===== config.mk =====
export PLATFORM = sky130hd
export DESIGN_NAME = pipelined_addsub
export DESIGN_NICKNAME = d
export VERILOG_FILES = /design/src/rtl/pipelined_addsub.sv
export SDC_FILE = /design/constraint.sdc
export NUM_CORES = 1
export LEC_CHECK = 0
export BUFFER_PORTS_ARGS = -buffer_cell sky130_fd_sc_hd__buf_4
export CAP_MARGIN = 20
export CORE_MARGIN = 2
export CORE_UTILIZATION = 45
export DETAILED_ROUTE_END_ITERATION = 7
export PLACE_DENSITY = 0.73
export SKIP_LAST_GASP = 1
export SLEW_MARGIN = 15
export SYNTH_ARGS = -nofsm -noshare
export SYNTH_HDL_FRONTEND = slang
export SYNTH_SLANG_ARGS = --single-unit

===== constraint.sdc =====
create_clock -name clk -period 2.22 [get_ports clk]
set_input_delay 0 -clock clk [delete_from_list [all_inputs] [get_ports clk]]
set_output_delay 0 -clock clk [all_outputs]
set_load 0.05 [all_outputs]

===== src/rtl/pipelined_addsub.sv =====
// rtl/pipelined_addsub.sv - pipelined signed add/sub, carry chain split into STAGES registered segments
// Optional ADDSUB_SATURATE_EN clamps sum on signed overflow at the final stage.
module pipelined_addsub #(
  parameter int WIDTH  = 32,
  parameter int STAGES = 4
) (
  input  logic             clk,
  input  logic             rst,
  input  logic             in_valid,
  output logic             in_ready,
  input  logic [WIDTH-1:0] a,
  input  logic [WIDTH-1:0] b,
  input  logic             sub,
  input  logic             cin,
  output logic             out_valid,
  input  logic             out_ready,
  output logic [WIDTH-1:0] sum,
  output logic             cout,
  output logic             overflow
);

  localparam int SEG = WIDTH / STAGES;

  // Per stage: skewed operands, deskewed partial sum, segment carry, valid
  logic [WIDTH-1:0]  a_q [STAGES];
  logic [WIDTH-1:0]  a_d [STAGES];
  logic [WIDTH-1:0]  b_q [STAGES];
  logic [WIDTH-1:0]  b_d [STAGES];
  logic [WIDTH-1:0]  s_q [STAGES];
  logic [WIDTH-1:0]  s_d [STAGES];
  logic [STAGES-1:0] c_q, c_d;
  logic [STAGES-1:0] v_q, v_d;
  logic              ovf_q, ovf_d;

  logic [WIDTH-1:0]  ain, bin, sin;
  logic              cinx;
  logic [SEG:0]      seg_res;
  logic              adv;

  // The whole pipeline advances in lockstep; only a stalled output holds it
  assign adv      = !(v_q[STAGES-1] && !out_ready);
  assign in_ready = adv;

  always_comb begin
    a_d     = a_q;
    b_d     = b_q;
    s_d     = s_q;
    c_d     = c_q;
    v_d     = v_q;
    ain     = '0;
    bin     = '0;
    sin     = '0;
    cinx    = 1'b0;
    seg_res = '0;
    for (int k = 0; k < STAGES; k++) begin
      if (k == 0) begin
        ain    = a;
        bin    = b ^ {WIDTH{sub}};
        sin    = '0;
        cinx   = cin ^ sub;
        v_d[0] = in_valid;
      end else begin
        ain    = a_q[k-1];
        bin    = b_q[k-1];
        sin    = s_q[k-1];
        cinx   = c_q[k-1];
        v_d[k] = v_q[k-1];
      end
      seg_res = {1'b0, ain[k*SEG +: SEG]} + {1'b0, bin[k*SEG +: SEG]} + {{SEG{1'b0}}, cinx};
      sin[k*SEG +: SEG] = seg_res[SEG-1:0];
      a_d[k] = ain;
      b_d[k] = bin;
      c_d[k] = seg_res[SEG];
      s_d[k] = sin;
    end
    // Loop leaves the last stage's operands and result in ain/bin/sin
    ovf_d = (ain[WIDTH-1] == bin[WIDTH-1]) && (sin[WIDTH-1] != ain[WIDTH-1]);
`ifdef ADDSUB_SATURATE_EN
    if (ovf_d) begin
      s_d[STAGES-1] = ain[WIDTH-1] ? {1'b1, {(WIDTH-1){1'b0}}} : {1'b0, {(WIDTH-1){1'b1}}};
    end
`else
`endif
  end

  always_ff @(posedge clk) begin
    if (rst) begin
      for (int k = 0; k < STAGES; k++) begin
        a_q[k] <= '0;
        b_q[k] <= '0;
        s_q[k] <= '0;
      end
      c_q   <= '0;
      v_q   <= '0;
      ovf_q <= 1'b0;
    end else if (adv) begin
      a_q   <= a_d;
      b_q   <= b_d;
      s_q   <= s_d;
      c_q   <= c_d;
      v_q   <= v_d;
      ovf_q <= ovf_d;
    end
  end

  assign out_valid = v_q[STAGES-1];
  assign sum       = s_q[STAGES-1];
  assign cout      = c_q[STAGES-1];
  assign overflow  = ovf_q;

endmodule


==> results of run 1 <==
## routing by layer
layer / part of all wire (%) / up-vias / track usage, %
met3: 6.0 / 22 / 3.937
li1: - / 3543 / -
met1: 48 / 3055 / 27.27
met2: 45 / 151 / 28.88
met5: 0 / - / 0
met4: 1.5 / 0 / 6.071
## layout make-up
class / count / area, um^2 / share of cell area, %
clock inverter: 12 / 148.9 / 1.497
multi-input combinational: 710 / 3925 / 39.46
sequential: 185 / 3704 / 37.23
inverter: 12 / 50.05 / 0.5031
timing repair buffer: 164 / 1395 / 14.03
clock buffer: 19 / 442.9 / 4.453
tap: 225 / 281.5 / 2.830
## path summary, 6_finish.rpt
check / from / endpoint / depth (start not counted)
setup / recovery: a_d[72]$_SDFFE_PP0N_ / s_d[44]$_SDFFE_PP0N_ / 7
hold / removal: a[0] / s_d[64]$_SDFFE_PP0N_ / 4
setup reg to reg: a_d[72]$_SDFFE_PP0N_ / s_d[44]$_SDFFE_PP0N_ / 7
hold reg to reg: sum[16]$_SDFFE_PP0N_ / sum[16]$_SDFFE_PP0N_ / 2
## kinds of logic after synthesis
family                     Yosys count
AOI/OAI and AO/OA                  248
xor gates and xnor gates            37
adders and majority gates           36
buffers and inverters               81
DFF                                185
and+or+nand+nor                    389
## synthesized netlist by cell type, types with 8 or more instances
cell	n
a211oi_1	34
a21oi_1	151
buf_2	31
buf_4	13
clkbuf_1	25
dfxtp_1	185
fa_1	8
ha_1	28
inv_1	10
nand2_1	274
nand3_1	35
nor2_1	37
nor3_1	12
o21ai_0	23
xnor2_1	27
xor2_1	10
## stage by stage
step	TNS, ns	setup slack (ns)
floorplan	0	0.07215
global placement	0	0.01611
detailed placement	-0.01942	-0.01942
CTS	0	0.03415
global route	0	0.007436
finish	0	0.1440
## flip-flops by register name (all words and copies together) (netlist names)
name,flops
a_d,40
c_q,4
v_q,4
s_d,48
overflow,1
b_d,40
ain,8
sum,32
bin,8
## power by group through the flow
stage                     Combinational (mW)  Clock (mW)  Sequential (mW)
after floorplan                        0.553           0             3.78
after global placement                 0.886           0             3.72
after detailed placement               0.893           0             3.73
after CTS                              0.971        3.10             3.66
after global routing                    1.08        3.24             3.68
final                                  0.973        3.04             3.66
## what timing repair did
action / 4_1_cts / 5_1_grt
gates resized for setup: 1 / 4
hold endpoints to repair: 49 / 0
setup endpoints to repair: 1 / 3
hold buffers: 49 / 0
pin swaps: 0 / 1
## critical path, stage by stage, from the launching register on
cell and delay, ns:
dfxtp_1 0.33, fa_1 0.46, fa_2 0.37, buf_4 0.15, a21o_1 0.17, a211o_1 0.28, o211ai_1 0.09, a21oi_1 0.08
## placed cells by master, fill, tap and decap left out, drive strengths merged, types with 12 or more instances in the layout
| master | count |
|---|---|
| ha | 28 |
| nor3 | 12 |
| nand2 | 274 |
| a21oi | 151 |
| o21ai | 23 |
| buf | 115 |
| nand3 | 35 |
| xnor2 | 27 |
| a211oi | 35 |
| inv | 13 |
| dfxtp | 185 |
| nor2 | 37 |
| dlygate4sd3 | 49 |
| clkbuf | 19 |
==> results.ini, run 1 <==
[outcome]
status = finished clean

[cells_and_area]
drive_gt1_share_pct = 14.43
layout.nets = 1196
diodes = 0
fill_cells = 1589
instances_no_fill = 1327
utilization_pct = 57.31
final_area_um2 = 9947
synthToLayoutAreaGrowth_pct = 24.26

[power_and_ir_drop]
p_leak_nw = 4.063
switchingPower_mw = 1.885
pwr-share-seq_pct = 47.7
power.density_nw_per_um2 = 771.1
internal-power_mw = 5.785
ir_worst_vdd_mv = 0.5642
comb_power_share_pct = 12.7
power_mw = 7.670
power_frac_clock_pct = 39.6
switching_share_pct = 24.57

[sta]
slew_viol_final = 0
timing.slew.headroom_pct = 37.45
setup_viol = 0
min_period_over_period_pct = 93.51
hold_viol_final = 0
max_freq_ghz = 0.4817
hold_ws_ns = 0.02521
fin_skew_ns = 0.008934
worstMarginPinSlew_ns = 0.9382
post-route-min-period_ns = 2.076
rsz0062_at_grt = no

[synth]
synth_nets = 1082
synth_top_area_share_pct = 46.26
synth_top_family_by_area = simple AND/OR/NAND/NOR gates
synth.largest_area_cell = dfxtp_1
ys_async_sr_fraction_pct = 0
synth_compound_area_share_pct = 18.27
synthFlopType = dfxtp_1
synth_mux_area_share_pct = 0
synth_edf_count = 0
synth.area.top_cells = dfxtp_1 46%, nand2_1 13%, a21oi_1 9.4%
yosysSeqAreaShare_pct = 46.26
synth-xor-area-share_pct = 4.048
yosys_register_bits = 185
ys_types = 46
postSynthCellCount = 976
synth_fa_ha_area_share_pct = 6.377
yosysWarningCount = 0
synthSimpleGateAreaFrac_pct = 20.12
syn_area_um2 = 8005
avgSynthCellArea_um2 = 8.202

[critical_path]
critPathMaxFanout = 2
crit_type = reg -> reg
rrSetupSlack_ns = 0.14
worstPathArrival_ns = 2.35
worstSetupEndpointType = flop
cp_data_required_time_ns = 2.49
startpoint_type = flop

[clock_network]
cts_tree = built
cts.sinks = 185
cts_buffer_depth = 2
cts.reportedPaths.clkPinSlew_ns = 0.06
cts.root.buffer_cell = clkbuf_16
insertion_delay_ns = 0.43
cts-buffers-inserted = 17
post_cts_buffers = 0
cts.htree.levels = 4

[place]
place_inst = 1247
finalWeightedCongestion = 0.8356
portBuffers = 105
dpl_cell_area_um2 = 8855
dp_hpwl_um = 10940

[drt]
wl_um = 17670
vias = 6771
wl_per_cell_um = 13.32
drtIter0Drc = 522
viasPerCell = 5.102
drc_errors = 0
ant_nets = 0
dr.pass1.iters = 4

[floorplan]
io_pins = 106
die_area_um2 = 18870
rows = 48
die_y_um = 137.4
die_x_um = 137.4
initial_core_util_pct = 46.12
core_um2 = 17360

[worst_hold_path]
hp-class = in -> reg

[grt]
grt_max_degree = 185
grt.overflow.total = 0
grtUsageTotal_pct = 19.09
antenna_found_initial = 0
grt_pass1_vias = 5998
grt_pass1_wl_um = 28690

[job]
cap_viol_max_count = 0

No activity file was read; power rests on OpenSTA's default activity.
==> inputs of run 2 (changes only) <==
--- a/config.mk
+++ b/config.mk
@@ -10,7 +10,7 @@
 export CORE_MARGIN = 2
 export CORE_UTILIZATION = 45
 export DETAILED_ROUTE_END_ITERATION = 7
-export PLACE_DENSITY = 0.73
+export PLACE_DENSITY = 0.71
 export SKIP_LAST_GASP = 1
 export SLEW_MARGIN = 15
 export SYNTH_ARGS = -nofsm -noshare
==> constraint.sdc (replaced) <==
create_clock -name clk -period 2.4 [get_ports clk]
set_input_delay 0 -clock clk [delete_from_list [all_inputs] [get_ports clk]]
set_output_delay 0 -clock clk [all_outputs]
set_load 0.05 [all_outputs]
==> run 2 against run 1 <==
  * Final area up 0.35%
  * Core utilization rose by 0.20 points
  * First-iteration DRC count shrank 11%
  * Combinational power down 7.7%
  * Setup slack improved by 0.018 ns
  * Via count grew 0.66%
  * Clock skew shrank 0.0041 ns
  * Sequential share of layout area down 0.13 points
  * Maximum frequency fell by 7.2%
  * Non-clock buffer count rose by 1
  * Wire length fell by 0.25%
  * Largest cell class unchanged
==> results.ini, run 2 (same netlist as run 1, synthesis figures left out) <==
[sta]
fin_tns_setup_ns = 0  ; unchanged
rsz0062_at_grt = no
setup_viol = 0  ; unchanged
min_period_over_period_pct = 93.25  ; -0.26 points
worstMarginPinSlew_ns = 0.8151  ; -0.1231 ns
hold_viol_final = 0  ; unchanged
slew_viol_final = 0  ; unchanged
post-route-min-period_ns = 2.238  ; +0.1621 ns
max_freq_ghz = 0.4468  ; -7.2%
timing.slew.headroom_pct = 45.66  ; +8.2 points
fin_skew_ns = 0.004823  ; -0.004111 ns

[grt]
grt_pass1_vias = 6031  ; +0.55%
grtUsageTotal_pct = 18.96  ; -0.13 points
grt_max_degree = 185  ; unchanged
grt_pass1_wl_um = 28760  ; +0.24%
grt.overflow.total = 0  ; unchanged
antenna_found_initial = 0  ; unchanged

[clock_network]
insertion_delay_ns = 0.43  ; about the same
cts.htree.levels = 4  ; unchanged
cts.root.buffer_cell = clkbuf_16
cts.reportedPaths.clkPinSlew_ns = 0.06  ; about the same
cts-buffers-inserted = 17  ; unchanged
cts.sinks = 185  ; unchanged
post_cts_buffers = 0  ; unchanged
cts_tree = built
cts_buffer_depth = 2  ; unchanged

[power_and_ir_drop]
pwr-share-seq_pct = 47.6  ; about the same
ir_worst_vdd_mv = 0.5421  ; -3.9%
power_frac_clock_pct = 39.8  ; +0.2 points
p_leak_nw = 4.070  ; +0.18%
power.density_nw_per_um2 = 712.7  ; -7.6%
switching_share_pct = 25.02  ; +0.44 points
power_mw = 7.114  ; -7.2%
internal-power_mw = 5.334  ; -7.8%
switchingPower_mw = 1.780  ; -5.6%
comb_power_share_pct = 12.6  ; about the same

[drt]
vias = 6816  ; +0.66%
dr.pass1.iters = 5  ; +1
ant_nets = 0  ; unchanged
met3WireLength_um = 737  ; -31%
wl_per_cell_um = 13.27  ; -0.33%
met2_length_um = 7806  ; -1.2%
drtIter0Drc = 463  ; -11%
drc_errors = 0  ; unchanged
wl_um = 17630  ; -0.25%
drt-met1-wl_um = 8834  ; +4.6%
top_layer_used = met4
viasPerCell = 5.133  ; +0.59%

[cells_and_area]
final_cell_mix = 274 x nand2_1, 185 x dfxtp_1, 151 x a21oi_1, 110 x buf_4, 49 x dlygate4sd3_1
instances_no_fill = 1328  ; +0.075%
utilization_pct = 57.51  ; +0.20 points
synthToLayoutAreaGrowth_pct = 24.70
layout.nets = 1197  ; +0.084%
final_common_cell = nand2_1
diodes = 0  ; unchanged
drive_gt1_share_pct = 14.32  ; -0.10 points
largest_reg_flops = 48  ; unchanged

[floorplan]
initial_core_util_pct = 46.12  ; unchanged
io_pins = 106  ; unchanged
core_um2 = 17360  ; unchanged
rows = 48  ; unchanged
die_area_um2 = 18870  ; unchanged
die_y_um = 137.4  ; unchanged
die_x_um = 137.4  ; unchanged

[critical_path]
startpoint_type = flop
worstSetupEndpointType = flop
worstPathArrival_ns = 2.61  ; +0.26 ns
critPathMaxFanout = 3  ; +1
cp_data_required_time_ns = 2.77  ; +0.28 ns
crit_type = reg -> reg

[place]
finalWeightedCongestion = 0.8195  ; -1.9%
dp_hpwl_um = 11060  ; +1.1%
place_inst = 1248  ; +0.080%
portBuffers = 105  ; unchanged

[job]
cap_viol_max_count = 0  ; unchanged

[worst_hold_path]
hp-class = in -> reg

[outcome]
status = finished clean

-- run 2: final timing paths --
check / from / end / slack, ns / depth (start not counted)
setup / recovery: a_d[72]$_SDFFE_PP0N_ / s_d[46]$_SDFFE_PP0N_ / 0.16 / 6
hold / removal: a[0] / s_d[64]$_SDFFE_PP0N_ / 0.02 / 4
setup reg to reg: a_d[72]$_SDFFE_PP0N_ / s_d[46]$_SDFFE_PP0N_ / 0.16 / 6
hold reg to reg: s_d[34]$_SDFFE_PP0N_ / s_d[34]$_SDFFE_PP0N_ / 0.45 / 2
-- run 2: critical path, stage by stage, from the launching register on --
cell and delay [ns]:
dfxtp_1 0.33, fa_1 0.47, fa_1 0.44, a211oi_2 0.27, o21ai_0 0.20, a2111o_1 0.40
nand3_1 0.07
-- run 2: power groups by stage --
stage	logic (mW)	clock network (mW)	registers, mW
3_3_place_gp	0.817	0	3.45
4_1_cts	0.896	2.89	3.38
6_report	0.898	2.83	3.38
5_1_grt	1.00	3.01	3.40
2_1_floorplan	0.511	0	3.50
3_5_place_dp	0.827	0	3.45
-- run 2: area by class of cell --
cell class                 instances  area [um^2]
tap                              225        281.5
multi-input combinational        710         3920
clock inverter                    13        170.2
sequential                       185         3704
fill                            1555         7375
clock buffer                      18        429.2
inverter                          12        50.05
timing repair buffer             165         1428
-- run 2: per-stage QoR --
step                      hold slack (ns)  instance area, um^2  setup WS [ns]
after floorplan                    0.1405                 8005         0.2522
after global placement             0.2574                 8887         0.1514
after detailed placement           0.2615                 8887        0.09302
after CTS                        0.009105                 9977        0.06785
after global routing              0.04456                 9982        0.04996
final                             0.02431                 9982         0.1619
-- run 2: routing by layer --
metal,vias up,GRT usage [%]
met5,-,0
met2,130,27.69
met3,18,3.348
li1,3556,-
met1,3112,28.18
met4,0,6.243
-- run 2: repair_timing --
action,4_1_cts,5_1_grt
endpoints found under the setup margin,0,2
resized for setup,0,1
hold buffers,49,0
hold endpoints to repair,49,0
